**src/rtl/bcd_binary_design_if.sv**
```systemverilog
// Handshake and data bundle for the BCD-to-binary converter.
//   start                 : request a conversion (sampled only while idle)
//   Hundreds, Tens, Ones  : BCD digits, captured together with start
//   binary                : converted 8-bit value, held until the next done
//   busy                  : conversion in progress
//   done                  : one-cycle result strobe
//   overflow              : value exceeded 255, binary saturated to 8'hFF
//   invalid               : a captured digit exceeded 9, binary forced to 0
// The master drives the request side; the slave is the converter.
interface bcd_binary_design_if;
  logic       start;
  logic [3:0] Hundreds;
  logic [3:0] Tens;
  logic [3:0] Ones;
  logic [7:0] binary;
  logic       busy;
  logic       done;
  logic       overflow;
  logic       invalid;

  modport master (
    output start, Hundreds, Tens, Ones,
    input  binary, busy, done, overflow, invalid
  );

  modport slave (
    input  start, Hundreds, Tens, Ones,
    output binary, busy, done, overflow, invalid
  );
endinterface

```
**src/rtl/bcd_binary_design.sv**
```systemverilog
// Sequential three-digit BCD to 8-bit binary converter using reverse
// double-dabble: ten iterations of "shift {bcd, result} right by one, then
// subtract 3 from every BCD digit that is 8 or more".
//   clk   : rising-edge clock
//   rst_n : asynchronous active-low reset, aborts any conversion in flight
//   bus   : slave side of bcd_binary_design_if (start/digits in,
//           binary/busy/done/overflow/invalid out, all outputs registered)
// Valid input: done arrives 11 cycles after start is sampled.
// Malformed input (a digit above 9): done + invalid arrive one cycle later.
module bcd_binary_design (
  input  logic                 clk,
  input  logic                 rst_n,
  bcd_binary_design_if.slave   bus
);

  typedef enum logic [1:0] {
    IDLE  = 2'd0,
    SHIFT = 2'd1,
    DONE  = 2'd2
  } state_t;

  state_t      state;
  logic [11:0] bcd;
  logic [9:0]  result;
  logic [3:0]  count;

  logic [21:0] shifted;
  logic [11:0] bcd_next;
  logic [9:0]  result_next;
  logic        digit_bad;

  assign digit_bad = (bus.Hundreds > 4'd9) || (bus.Tens > 4'd9) || (bus.Ones > 4'd9);

  // One reverse double-dabble step. A digit that received a shifted-in 1
  // in its MSB reads 8 + x; correcting by 3 yields 5 + x, i.e. the proper
  // BCD halving of (10 + 2x) carried down from the digit above.
  always_comb begin
    // NOTE: every combinational output gets a value before any conditional
    // update, so no path can leave it unassigned and infer a latch.
    shifted     = {bcd, result} >> 1;
    result_next = shifted[9:0];
    bcd_next    = shifted[21:10];
    for (int i = 0; i < 3; i++) begin
      if (bcd_next[4*i +: 4] >= 4'd8) begin
        bcd_next[4*i +: 4] = bcd_next[4*i +: 4] - 4'd3;
      end
    end
  end

  always_ff @(posedge clk or negedge rst_n) begin
    // NOTE: every register, including datapath state, is cleared by reset so
    // an aborted conversion cannot leak partial values into the next one.
    if (!rst_n) begin
      state        <= IDLE;
      bcd          <= '0;
      result       <= '0;
      count        <= '0;
      bus.binary   <= '0;
      bus.busy     <= 1'b0;
      bus.done     <= 1'b0;
      bus.overflow <= 1'b0;
      bus.invalid  <= 1'b0;
    end else begin
      // NOTE: non-blocking assignments throughout, so every register here
      // samples the pre-edge values regardless of statement order.
      bus.done <= 1'b0;
      case (state)
        IDLE: begin
          if (bus.start) begin
            bcd    <= {bus.Hundreds, bus.Tens, bus.Ones};
            result <= '0;
            count  <= '0;
            if (digit_bad) begin
              state        <= DONE;
              bus.done     <= 1'b1;
              bus.invalid  <= 1'b1;
              bus.overflow <= 1'b0;
              bus.binary   <= '0;
            end else begin
              state    <= SHIFT;
              bus.busy <= 1'b1;
            end
          end
        end

        SHIFT: begin
          bcd    <= bcd_next;
          result <= result_next;
          count  <= count + 4'd1;
          if (count == 4'd9) begin
            // Outputs are loaded from the final iteration's result directly,
            // so they change exactly on the edge that enters DONE.
            state       <= DONE;
            bus.busy    <= 1'b0;
            bus.done    <= 1'b1;
            bus.invalid <= 1'b0;
            if (result_next > 10'd255) begin
              bus.overflow <= 1'b1;
              bus.binary   <= 8'hFF;
            end else begin
              bus.overflow <= 1'b0;
              bus.binary   <= result_next[7:0];
            end
          end
        end

        DONE: begin
          // start is deliberately ignored here; the next capture happens
          // from IDLE on the following edge at the earliest.
          state <= IDLE;
        end

        default: state <= IDLE;
      endcase
    end
  end

endmodule

```
**src/flat_wrapper.sv**
```systemverilog
// flat-port wrapper written by rule: the top's interface ports become plain ports
module bcd_binary_design_flat 
  (clk, rst_n, bus_start, bus_Hundreds, bus_Tens, bus_Ones, bus_binary, bus_busy, bus_done, bus_overflow, bus_invalid);
  bcd_binary_design_if bus_i ();
  input  logic clk;
  input  logic rst_n;
  input wire logic [$bits(bus_i.start)-1:0] bus_start;
  input wire logic [$bits(bus_i.Hundreds)-1:0] bus_Hundreds;
  input wire logic [$bits(bus_i.Tens)-1:0] bus_Tens;
  input wire logic [$bits(bus_i.Ones)-1:0] bus_Ones;
  output wire logic [$bits(bus_i.binary)-1:0] bus_binary;
  output wire logic [$bits(bus_i.busy)-1:0] bus_busy;
  output wire logic [$bits(bus_i.done)-1:0] bus_done;
  output wire logic [$bits(bus_i.overflow)-1:0] bus_overflow;
  output wire logic [$bits(bus_i.invalid)-1:0] bus_invalid;
  assign bus_i.start = bus_start;
  assign bus_i.Hundreds = bus_Hundreds;
  assign bus_i.Tens = bus_Tens;
  assign bus_i.Ones = bus_Ones;
  assign bus_binary = bus_i.binary;
  assign bus_busy = bus_i.busy;
  assign bus_done = bus_i.done;
  assign bus_overflow = bus_i.overflow;
  assign bus_invalid = bus_i.invalid;
  bcd_binary_design u_core (.clk(clk), .rst_n(rst_n), .bus(bus_i));
endmodule
```
**config.mk**
```make
export PLATFORM = sky130hd
export DESIGN_NAME = bcd_binary_design_flat
export DESIGN_NICKNAME = d
export VERILOG_FILES = /design/src/rtl/bcd_binary_design_if.sv /design/src/rtl/bcd_binary_design.sv /design/src/flat_wrapper.sv
export SDC_FILE = /design/constraint.sdc
export NUM_CORES = 1
export LEC_CHECK = 0
export ABC_AREA = 1
export BUFFER_PORTS_ARGS = -buffer_cell sky130_fd_sc_hd__buf_2
export CAP_MARGIN = 5
export CORE_AREA = 2 2 58 60
export CTS_BUF_LIST = sky130_fd_sc_hd__clkbuf_8
export CTS_CLUSTER_DIAMETER = 100
export CTS_CLUSTER_SIZE = 10
export DETAILED_ROUTE_END_ITERATION = 6
export DIE_AREA = 0 0 60 62
export PLACE_DENSITY = 0.85
export SYNTH_ARGS = -nofsm -noshare
export SYNTH_HDL_FRONTEND = slang
export SYNTH_SLANG_ARGS = --single-unit
```
**constraint.sdc**
```tcl
create_clock -name clk -period 4 [get_ports clk]
set_input_delay 0.4 -clock clk [delete_from_list [all_inputs] [get_ports clk]]
set_output_delay 0.4 -clock clk [all_outputs]
set_load 0.01 [all_outputs]
```
== Word-level counts from Yosys, hierarchy flattened ==
Cells that the tools add are included.

* Bits in writable memories: 0
* Bits of input ports: 15
* Flip-flop bits (word level): 40
* Bits in latches: 0
* ROM bits: 0
* Memories kept: 0

* Eq/ne operators: 6
* Div/mod/pow operators: 0
* Add/subtract/negate cells: 4
* $mul: 0
* Muxes and demuxes: 34
* Reduce and logical (&&, ||, !) cells: 8
* Shifts and indexed selects: 0
* $lt $le $gt $ge: 7
* Bitwise logic cells: 0

{| class="wikitable"
|+ Operators by type and width
! operator !! number
|-
| 8-bit two-way mux || 4
|-
| 12-bit one-hot mux with 2 select lines || 1
|-
| 10-bit one-hot mux with 2 select lines || 1
|-
| 4-bit two-way mux || 4
|-
| 8-bit one-hot mux with 2 select lines || 1
|-
| 4-bit > comparator, second input constant || 3
|-
| 1-bit two-way mux || 12
|-
| 12-bit two-way mux || 1
|-
| 10-bit by 8-bit > comparator with 1-bit output, second input constant || 1
|-
| 10-bit two-way mux || 1
|-
| 4-bit greater-or-equal comparator, second input constant || 2
|-
| 1-bit one-hot mux with 2 select lines || 4
|-
| 4-bit one-hot mux with 2 select lines || 1
|-
| 4-bit AND reduction || 2
|-
| 4-bit by 2-bit subtractor with 4-bit output, second input constant || 2
|-
| 2-bit two-way mux || 3
|-
| 4-bit by 1-bit adder with 4-bit output, second input constant || 1
|-
| 4-bit equality test, second input constant || 1
|-
| 3-bit by 4-bit greater-or-equal comparator with 1-bit output, second input constant || 1
|-
| 2-bit by 1-bit inequality test with 1-bit output, second input constant || 2
|-
| 2-bit inequality test, second input constant || 2
|-
| 2-bit one-hot mux with 2 select lines || 1
|-
| 2-bit AND reduction || 2
|-
| 3-bit by 2-bit subtractor with 4-bit output, second input constant || 1
|-
| 4 further kinds || 5
|}

== Longest topological paths before layout ==
Gate-level depths: netlist of the first run.

* Depth after elaboration: 6
* Gate-level depth with buffers: 9
* Gate-level depth less buffers: 9

== Worst setup path after synthesis of the first run ==
No wires, ideal clock.

* Path type: register -> register
* From: register u_core.count[1]
* To: register u_core.bus.binary[0]
* Arrival time: 1.147 ns
* Setup time: 0.117 ns
* Cell stages (with the launch flop): 9
* Slack: 2.736 ns
* Cell sequence: dfrtp_1 -> inv_1 -> ha_1 -> nand2_1 -> nor2_1 -> nand2_4 -> buf_6 -> nand3_1 -> nand2_1

* Cells in the longest elaborated chain, start to end: 3

{| class="wikitable"
|+ RTL lines
! item !! line !! source
|-
| start: declaration || bcd_binary_design.sv:25 || <nowiki>logic [3:0] count;</nowiki>
|-
| start signal: assignment || bcd_binary_design.sv:89 || <nowiki>count <= count + 4'd1;</nowiki>
|-
| 4-bit equality test || bcd_binary_design.sv:90 || <nowiki>if (count == 4'd9) begin</nowiki>
|-
| 2-bit by 1-bit inequality test with 1-bit output (no line) || -- ||
|-
| 4-bit AND reduction (no line) || -- ||
|-
| end signal: assignment || bcd_binary_design.sv:102 || <nowiki>bus.binary <= result_next[7:0];</nowiki>
|-
| end: declaration || bcd_binary_design_if.sv:28 || <nowiki>output binary, busy, done, overflow, invalid</nowiki>
|}

Every way passes these cells.
A chain may end at the register's enable or synchronous reset.

== Worst setup path in the final report of the first run ==
* From: register u_core.state[0]
* To: register u_core.bcd[11]

* Cells in the longest elaborated chain, start to end: 3

{| class="wikitable"
|+ RTL lines
! item !! line !! source
|-
| start: declaration || bcd_binary_design.sv:22 || <nowiki>state_t state;</nowiki>
|-
| start signal: assignment || bcd_binary_design.sv:54 || <nowiki>state <= IDLE;</nowiki>
|-
| start signal: assignment || bcd_binary_design.sv:74 || <nowiki>state <= DONE;</nowiki>
|-
| start signal: assignment || bcd_binary_design.sv:80 || <nowiki>state <= SHIFT;</nowiki>
|-
| 2-bit by 1-bit equality test with 1-bit output or 2-bit logical NOT (tied branches) || bcd_binary_design.sv:67 || <nowiki>case (state)</nowiki>
|-
| 2-bit nonzero test (no line) or 2-bit inequality test (tied branches) || -- ||
|-
| 2-bit AND reduction (no line) || -- ||
|-
| end signal: assignment || bcd_binary_design.sv:70 || <nowiki>bcd <= {bus.Hundreds, bus.Tens, bus.Ones};</nowiki>
|-
| end signal: assignment || bcd_binary_design.sv:87 || <nowiki>bcd <= bcd_next;</nowiki>
|-
| end: declaration || bcd_binary_design.sv:23 || <nowiki>logic [11:0] bcd;</nowiki>
|}

Several ways; a longest one is shown, not always the timed one.

==> results of run 1 <==
placed cells by master (no fill, tap or decap), types with 2 or more instances in the layout:
cell / count
sky130_fd_sc_hd__a21oi_1: 16
sky130_fd_sc_hd__a22oi_1: 2
sky130_fd_sc_hd__buf_2: 26
sky130_fd_sc_hd__clkbuf_8: 6
sky130_fd_sc_hd__dfrtp_1: 39
sky130_fd_sc_hd__ha_1: 6
sky130_fd_sc_hd__inv_1: 25
sky130_fd_sc_hd__nand2_1: 37
sky130_fd_sc_hd__nand2_2: 2
sky130_fd_sc_hd__nand2_4: 4
sky130_fd_sc_hd__nand3_1: 14
sky130_fd_sc_hd__nor2_1: 7
sky130_fd_sc_hd__nor3_1: 2
sky130_fd_sc_hd__o211ai_1: 4
sky130_fd_sc_hd__o21ai_0: 16
sky130_fd_sc_hd__o22ai_1: 15
per-layer routing:
| layer | global-route usage | vias up | routed length, µm |
|---|---|---|---|
| met5 | 0 | - | 0 |
| li1 | - | 734 | - |
| met1 | 0.304 | 693 | 1710 |
| met2 | 0.337 | 40 | 1660 |
| met4 | 0.0825 | 0 | 43 |
| met3 | 0.0683 | 5 | 166 |
registers in the layout (all words and copies together) (netlist names), 2 cells and up:
signal / count
u_core.bus.binary: 8
u_core.count: 4
u_core.bcd: 12
u_core.result: 9
u_core.state: 2
critical path, cell delays in order (launching register included):
cell and delay (ns):
sky130_fd_sc_hd__dfrtp_1 0.42, sky130_fd_sc_hd__nor2_2 0.12, sky130_fd_sc_hd__nand2_2 0.19, sky130_fd_sc_hd__nand2_2 0.31
sky130_fd_sc_hd__inv_1 0.19, sky130_fd_sc_hd__a22o_1 0.21
per-stage QoR:
stage,total power (W),cells,setup slack [ns]
global route,0.00182,276,2.36
finish,0.00166,276,2.45
detailed placement,0.00133,268,2.48
global placement,0.00130,268,2.53
CTS,0.00167,276,2.47
floorplan,0.00116,203,2.74
final cells by class:
class / instances / area, µm² / area share
Inverter: 27 / 104 / 0.0494
Clock inverter: 2 / 35.0 / 0.0167
Sequential cell: 39 / 976 / 0.464
Multi-Input combinational cell: 130 / 717 / 0.341
Timing Repair Buffer: 26 / 130 / 0.0619
Tap cell: 46 / 57.6 / 0.0274
Clock buffer: 6 / 82.6 / 0.0393
power breakdown:
group          switching (W)  leakage [nW]  internal [W]  total [W]
registers           0.000110         0.498      0.000561   0.000671
logic               0.000427         0.537      0.000235   0.000662
clock network       0.000130        0.0612      0.000202   0.000332
path summary, 6_finish.rpt:
path | cells past startpoint | slack [ns] | start | to
min in group clk | 3 | 0.34 | bus_Tens[0] | u_core.bcd[4]$_DFFE_PN0P_
min reg2reg | 2 | 0.47 | u_core.bus.busy$_DFFE_PN0P_ | u_core.bus.busy$_DFFE_PN0P_
max | 5 | 2.45 | u_core.state[0]$_DFFE_PN0P_ | u_core.bcd[11]$_DFFE_PN0P_
min | 1 | 0.21 | rst_n | u_core.bcd[11]$_DFFE_PN0P_
max reg2reg | 5 | 2.45 | u_core.state[0]$_DFFE_PN0P_ | u_core.bcd[11]$_DFFE_PN0P_
max in group asynchronous | 1 | 3.27 | rst_n | u_core.bus.done$_DFF_PN0_
cell families after synthesis:
kind of cell               count (synthesis)
and+or+nand+nor                           68
adders and majority gates                  6
DFF                                       39
xor gates and xnor gates                   1
buffers and inverters                     34
AOI/OAI and AO/OA                         55
==> results.yml, run 1 <==
cts:
  clk_root_buffer_cell: "sky130_fd_sc_hd__clkbuf_8"
  ctsLongestPathBuffers: 2
  cts_tree: "built"
  post_cts_resized: 0
  hold_buffers: 0
  numCtsBuffers: 5
  cts.htree.levels: 2
  numClockSinks: 39
  clkSlewWorstSetupHoldPaths_ns: 0.08
  worst_skew_pair.late_latency_ns: 0.29
  post-cts-setup-buffer-count: 0
finish:
  antenna-diode-count: 0
  num-fill-cells: 271
  design_area_um2: 2100
  area_growth_syn_to_fin_pct: 13.9
  layout-drive-gt1-share: 0.191
  finalNetCount: 250
  final_util: 0.661
placed_design:
  io_buffers: 26
  place_hpwl_mm: 2.44
  dpl-instance-area_um2: 1980
  gp_congestion: 0.846
die:
  floorplan.die.width_um: 60
  core_region_area_um2: 3180
  design.die.area_um2: 3720
  initial_utilization: 0.580
  placement_rows: 21
  die_y_um: 62
  total_i_o_pin_count: 27
detailed_routing:
  drt_iter0_drc: 111
  wl_per_cell_um: 13.0
  detailroute.via_count: 1472
  drt-total-wl_mm: 3.59
  detailedRoute.firstPassIterationCount: 4
  antenna_nets_post_route: 0
  vias_per_cell: 5.33
  drc: 0
timing:
  min_period_over_period: 0.388
  finalClockSkew_ns: 0.00920
  final-setup-viol-count: 0
  fmax_mhz: 645
  final_period_minus_worst_setup_slack_ns: 1.55
  timing.final.max_slew_violations: 0
  report.final.hold_viol_count: 0
  rsz0062_at_grt: "no"
  timing.slew.headroom: 0.449
  worst_pin_slew_ns: 0.827
  setup_total_negative_slack_ns: 0
  final.hold.worst_slack_ns: 0.206
yosys:
  netlist_top_cells_count: "sky130_fd_sc_hd__dfrtp_1 (39), sky130_fd_sc_hd__nand2_1 (37), sky130_fd_sc_hd__inv_1 (25)"
  yosys.cell_count.top_type: "sky130_fd_sc_hd__dfrtp_1"
  synth_area_leaders: "sky130_fd_sc_hd__dfrtp_1 (53%), sky130_fd_sc_hd__nand2_1 (7.5%), sky130_fd_sc_hd__inv_1 (5.1%)"
  post_synth_fa_ha_maj_area_fraction: 0.0407
  synth_top_area_share: 0.529
  synth_ff_type: "sky130_fd_sc_hd__dfrtp_1"
  synthDominantAreaCellType: "sky130_fd_sc_hd__dfrtp_1"
  synth-xor-area-share: 0.00475
  synth_seq_area_share: 0.529
  share_of_cell_area_taken_by_muxes_after_synthesis: 0
  combinational_family_with_the_most_area_after_synthesis: "simple AND/OR/NAND/NOR gates"
  synthesis.instances: 203
  yosysUniqueCellTypes: 25
  async_flop_share: 1.00
  synth_area_per_cell_um2: 9.09
  mappedNetlistNets: 224
  synth.yosys.warnings: 0
  post_synthesis_compound_gate_area_fraction: 0.170
  synth_enable_flop_cells: 0
  post_synth_instance_area_um2: 1850
  synth-simple-area-share: 0.173
  synth_seq_cells: 39
critical_path:
  critical_path.max_fanout: 16
  crit_path_end_kind: "flip-flop"
  path_class: "flip-flop to flip-flop"
  arrival_time_reported_for_the_critical_path_endpoint_ns: 1.74
  critPathRequiredTime_ns: 4.19
  critical_path_launch_point_type: "flip-flop"
power:
  worst_ir_drop_on_vdd_v: 0.000469
  leakage_nw: 1.10
  power_density_nw_per_um2: 792
grt:
  grt_max_degree: 40
  first_global_vias: 1324
  number_of_antenna_violations_at_the_first_check_in_global_routing: 0
  grt-ovfl-total: 0
  grt_first_pass_wirelength_mm: 6.00
  groute.usage.overall: 0.223
outcome:
  status: "finished clean"
min_path:
  hold_path_class: "input pin to async pin"
job:
  max_cap_violations: 0
Power figures use the tool's default switching activity.
==> inputs of run 2 (changes only) <==
ABC_AREA = 0   (was 1)
CORE_AREA = 2 2 63 65   (was 2 2 58 60)
DIE_AREA = 0 0 65 67   (was 0 0 60 62)
PLACE_DENSITY = 0.78   (was 0.85)
clock period = 1.3 ns   (was 4 ns; I/O delays follow)
==> results.yml, run 2 <==
grt:
  groute.layer.met1.usage: 0.246
  grt-ovfl-total: 0
  first_global_vias: 1432
  grtUsageMet3: 0.0456
  number_of_antenna_violations_at_the_first_check_in_global_routing: 0
  grt_first_pass_wirelength_mm: 6.25
  met2_usage: 0.317
  grt_busiest_layer: "met2"
  groute.usage.overall: 0.191
  grt_max_degree: 40
detailed_routing:
  detailedRoute.firstPassIterationCount: 5
  antenna_nets_post_route: 0
  drc: 0
  vias_per_cell: 5.27
  wl_per_cell_um: 14.3
  drt_iter0_drc: 118
  drt-total-wl_mm: 4.21
  detailroute.via_count: 1556
cts:
  ctsLongestPathBuffers: 2
  cts_tree: "built"
  numClockSinks: 39
  clk_root_buffer_cell: "sky130_fd_sc_hd__clkbuf_8"
  clkSlewWorstSetupHoldPaths_ns: 0.08
  numCtsBuffers: 5
  worst_skew_pair.late_latency_ns: 0.29
  cts.htree.levels: 2
critical_path:
  arrival_time_reported_for_the_critical_path_endpoint_ns: 1.57
  critical_path_launch_point_type: "flip-flop"
  critPathRequiredTime_ns: 1.51
  cpPeakStageDelay_ns: 0.45
  crit_path_end_kind: "flip-flop"
  crit_chain: "nor3b_4 -> buf_6 -> a21oi_4 -> buf_12 -> mux2i_1"
  path_class: "flip-flop to flip-flop"
  critical_path.top_delay_family: "flip-flops"
  worstPathBufferInverterCount: 2
  cell_with_the_largest_stage_delay_on_the_worst_path: "sky130_fd_sc_hd__dfrtp_2"
  critical_path.max_fanout: 6
finish:
  final_util: 0.672
  regMostFlops: "u_core.bcd"
  largest_reg_flops: 12
  final_cell_count_no_fill: 295
  reg.largest.list: "u_core.bcd: 12 flops, u_core.result: 9 flops, u_core.bus.binary: 8 flops"
  layout-drive-gt1-share: 0.304
  num-fill-cells: 284
  area_of_all_sequential_standard_cells_um2: 978
  layout_commonest_cell: "sky130_fd_sc_hd__dfrtp_1"
  area_growth_syn_to_fin_pct: 27.5
  antenna-diode-count: 0
  area_occupied_by_multi_input_gates_um2: 860
  finalNetCount: 267
  mostFrequentLayoutCells: "sky130_fd_sc_hd__dfrtp_1 (37), sky130_fd_sc_hd__nand2_1 (33), sky130_fd_sc_hd__buf_2 (26)"
yosys:
  synth_top_area_share: 0.513
  yosysUniqueCellTypes: 29
  synth_area_leaders: "sky130_fd_sc_hd__dfrtp_1 (51%), sky130_fd_sc_hd__nand2_1 (6.7%), sky130_fd_sc_hd__o21ai_0 (6.3%)"
  synth.yosys.warnings: 0
  synth_enable_flop_cells: 0
  synth_seq_cells: 39
  synthDominantAreaCellType: "sky130_fd_sc_hd__dfrtp_1"
  synth_area_per_cell_um2: 9.61
  synth_seq_area_share: 0.513
  yosys.cell_count.top_type: "sky130_fd_sc_hd__dfrtp_1"
  synthesis.instances: 198
  async_flop_share: 1.00
  netlist_top_cells_count: "sky130_fd_sc_hd__dfrtp_1 (39), sky130_fd_sc_hd__nand2_1 (34), sky130_fd_sc_hd__o21ai_0 (24)"
  synth_ff_type: "sky130_fd_sc_hd__dfrtp_1"
  mappedNetlistNets: 219
  post_synth_instance_area_um2: 1900
min_path:
  hold_path_class: "input pin to flip-flop"
outcome:
  failed_checks: "negative setup slack"
  status: "finished, violations left"
die:
  die_y_um: 67
  floorplan.die.width_um: 65
  initial_utilization: 0.527
  placement_rows: 22
  design.die.area_um2: 4360
  total_i_o_pin_count: 27
  core_region_area_um2: 3610
power:
  switching_share: 0.388
  worst_ir_drop_on_vdd_v: 0.00104
  power_frac_clock: 0.156
  leakage_nw: 1.20
  cell_internal_pwr_w: 0.00316
  portion_of_total_power_attributed_to_sequential_cells: 0.392
  comb_pwr_share: 0.452
  net-switching-power_w: 0.00200
  power_density_nw_per_um2: 2130
timing:
  report.final.hold_viol_count: 0
  final_period_minus_worst_setup_slack_ns: 1.36
  timing.slew.headroom: 0.825
  rsz0062_at_grt: "yes"
  setup_total_negative_slack_ns: -0.500
  min_period_over_period: 1.05
  finalClockSkew_ns: 0.00455
  fmax_mhz: 734
  timing.final.max_slew_violations: 0
  final.setup.worst_slack_ns: -0.0625
  final-setup-viol-count: 11
  worst_pin_slew_ns: 0.260
placed_design:
  io_buffers: 26
  place_inst: 279
  gp_congestion: 0.807
  place_hpwl_mm: 2.58
  placement.setup.worst_slack_ns: -0.0769
job:
  max_cap_violations: 0
run 2: changes by cell type after synthesis, moves of 3 or more:
cell,before,now
sky130_fd_sc_hd__nor2_1,7,14
sky130_fd_sc_hd__inv_1,25,17
sky130_fd_sc_hd__a21oi_1,16,3
sky130_fd_sc_hd__xnor2_1,0,4
sky130_fd_sc_hd__nand2b_1,0,3
sky130_fd_sc_hd__o21ai_0,16,24
sky130_fd_sc_hd__o22ai_1,15,6
sky130_fd_sc_hd__mux2i_1,0,9
sky130_fd_sc_hd__nand2_1,37,34
sky130_fd_sc_hd__nand3_1,14,6
sky130_fd_sc_hd__o211ai_1,4,0
sky130_fd_sc_hd__nand2_4,4,0
sky130_fd_sc_hd__a31oi_1,1,4
run 2: cell type report:
type / count / share of cell area
sequential: 39 / 0.404
multi-input combinational: 132 / 0.354
timing repair buffer: 51 / 0.154
clock buffer: 5 / 0.0284
inverter: 17 / 0.0263
tap: 48 / 0.0248
clock inverter: 3 / 0.00826
run 2: worst paths after layout:
path,from,to,slack [ns],cells after the start
max,u_core.state[1]$_DFFE_PN0P_,u_core.bus.binary[5]$_DFFE_PN0P_,-0.06,5
min,bus_Hundreds[3],u_core.bcd[11]$_DFFE_PN0P_,0.07,3
max reg2reg,u_core.state[1]$_DFFE_PN0P_,u_core.bus.binary[5]$_DFFE_PN0P_,-0.06,5
min reg2reg,u_core.result[5]$_DFFE_PN0P_,u_core.result[4]$_DFFE_PN0P_,0.51,2
max in group asynchronous,rst_n,u_core.state[1]$_DFFE_PN0P_,0.76,3
min in group asynchronous,rst_n,u_core.bcd[3]$_DFFE_PN0P_,0.33,3
run 2: timing repair:
item | CTS | global route
pin swaps | 1 | 5
setup buffers | 0 | 5
endpoints found under the hold margin | 39 | 0
resized for setup | 5 | 14
gates cloned | 0 | 2
endpoints found under the setup margin | 13 | 29
hold buffers | 1 | 0
run 2: tightest hold or removal path, delay by kind of cell:
| family | cells | cell delay [ns] |
|---|---|---|
| buffers and inverters | 1 | 0.09 |
| AO/OA/AOI/OAI | 1 | 0.06 |
| AND/OR/NAND/NOR | 1 | 0.04 |
run 2: layer usage:
layer	wire, µm	share of wire
met5	0	0
met4	61	0.014
met3	187	0.044
met2	2060	0.49
met1	1900	0.45
run 2: kinds of logic after synthesis:
logic type,after synthesis,synth area share
simple gates,66,0.163
compound gates,44,0.135
flops,39,0.513
buf+inv,28,0.0750
mux,9,0.0474
xor+xnor,6,0.0276
fa+ha+maj,6,0.0395
run 2: through the flow:
step	hold slack [ns]	cell area (µm²)	total power, W
5_1_grt	0.0664	2420	0.00553
6_report	0.0653	2420	0.00516
2_1_floorplan	-0.166	1910	0.00338
3_3_place_gp	0.111	2180	0.00395
4_1_cts	0.0639	2290	0.00488
3_5_place_dp	0.113	2180	0.00402
run 2: power groups by stage:
stage          Combinational, W  Sequential (W)  Clock [W]
2_1_floorplan           0.00136         0.00202          0
3_3_place_gp            0.00197         0.00199          0
3_5_place_dp            0.00202         0.00201          0
4_1_cts                 0.00206         0.00200   0.000820
5_1_grt                 0.00257         0.00208   0.000872
6_report                0.00233         0.00202   0.000806
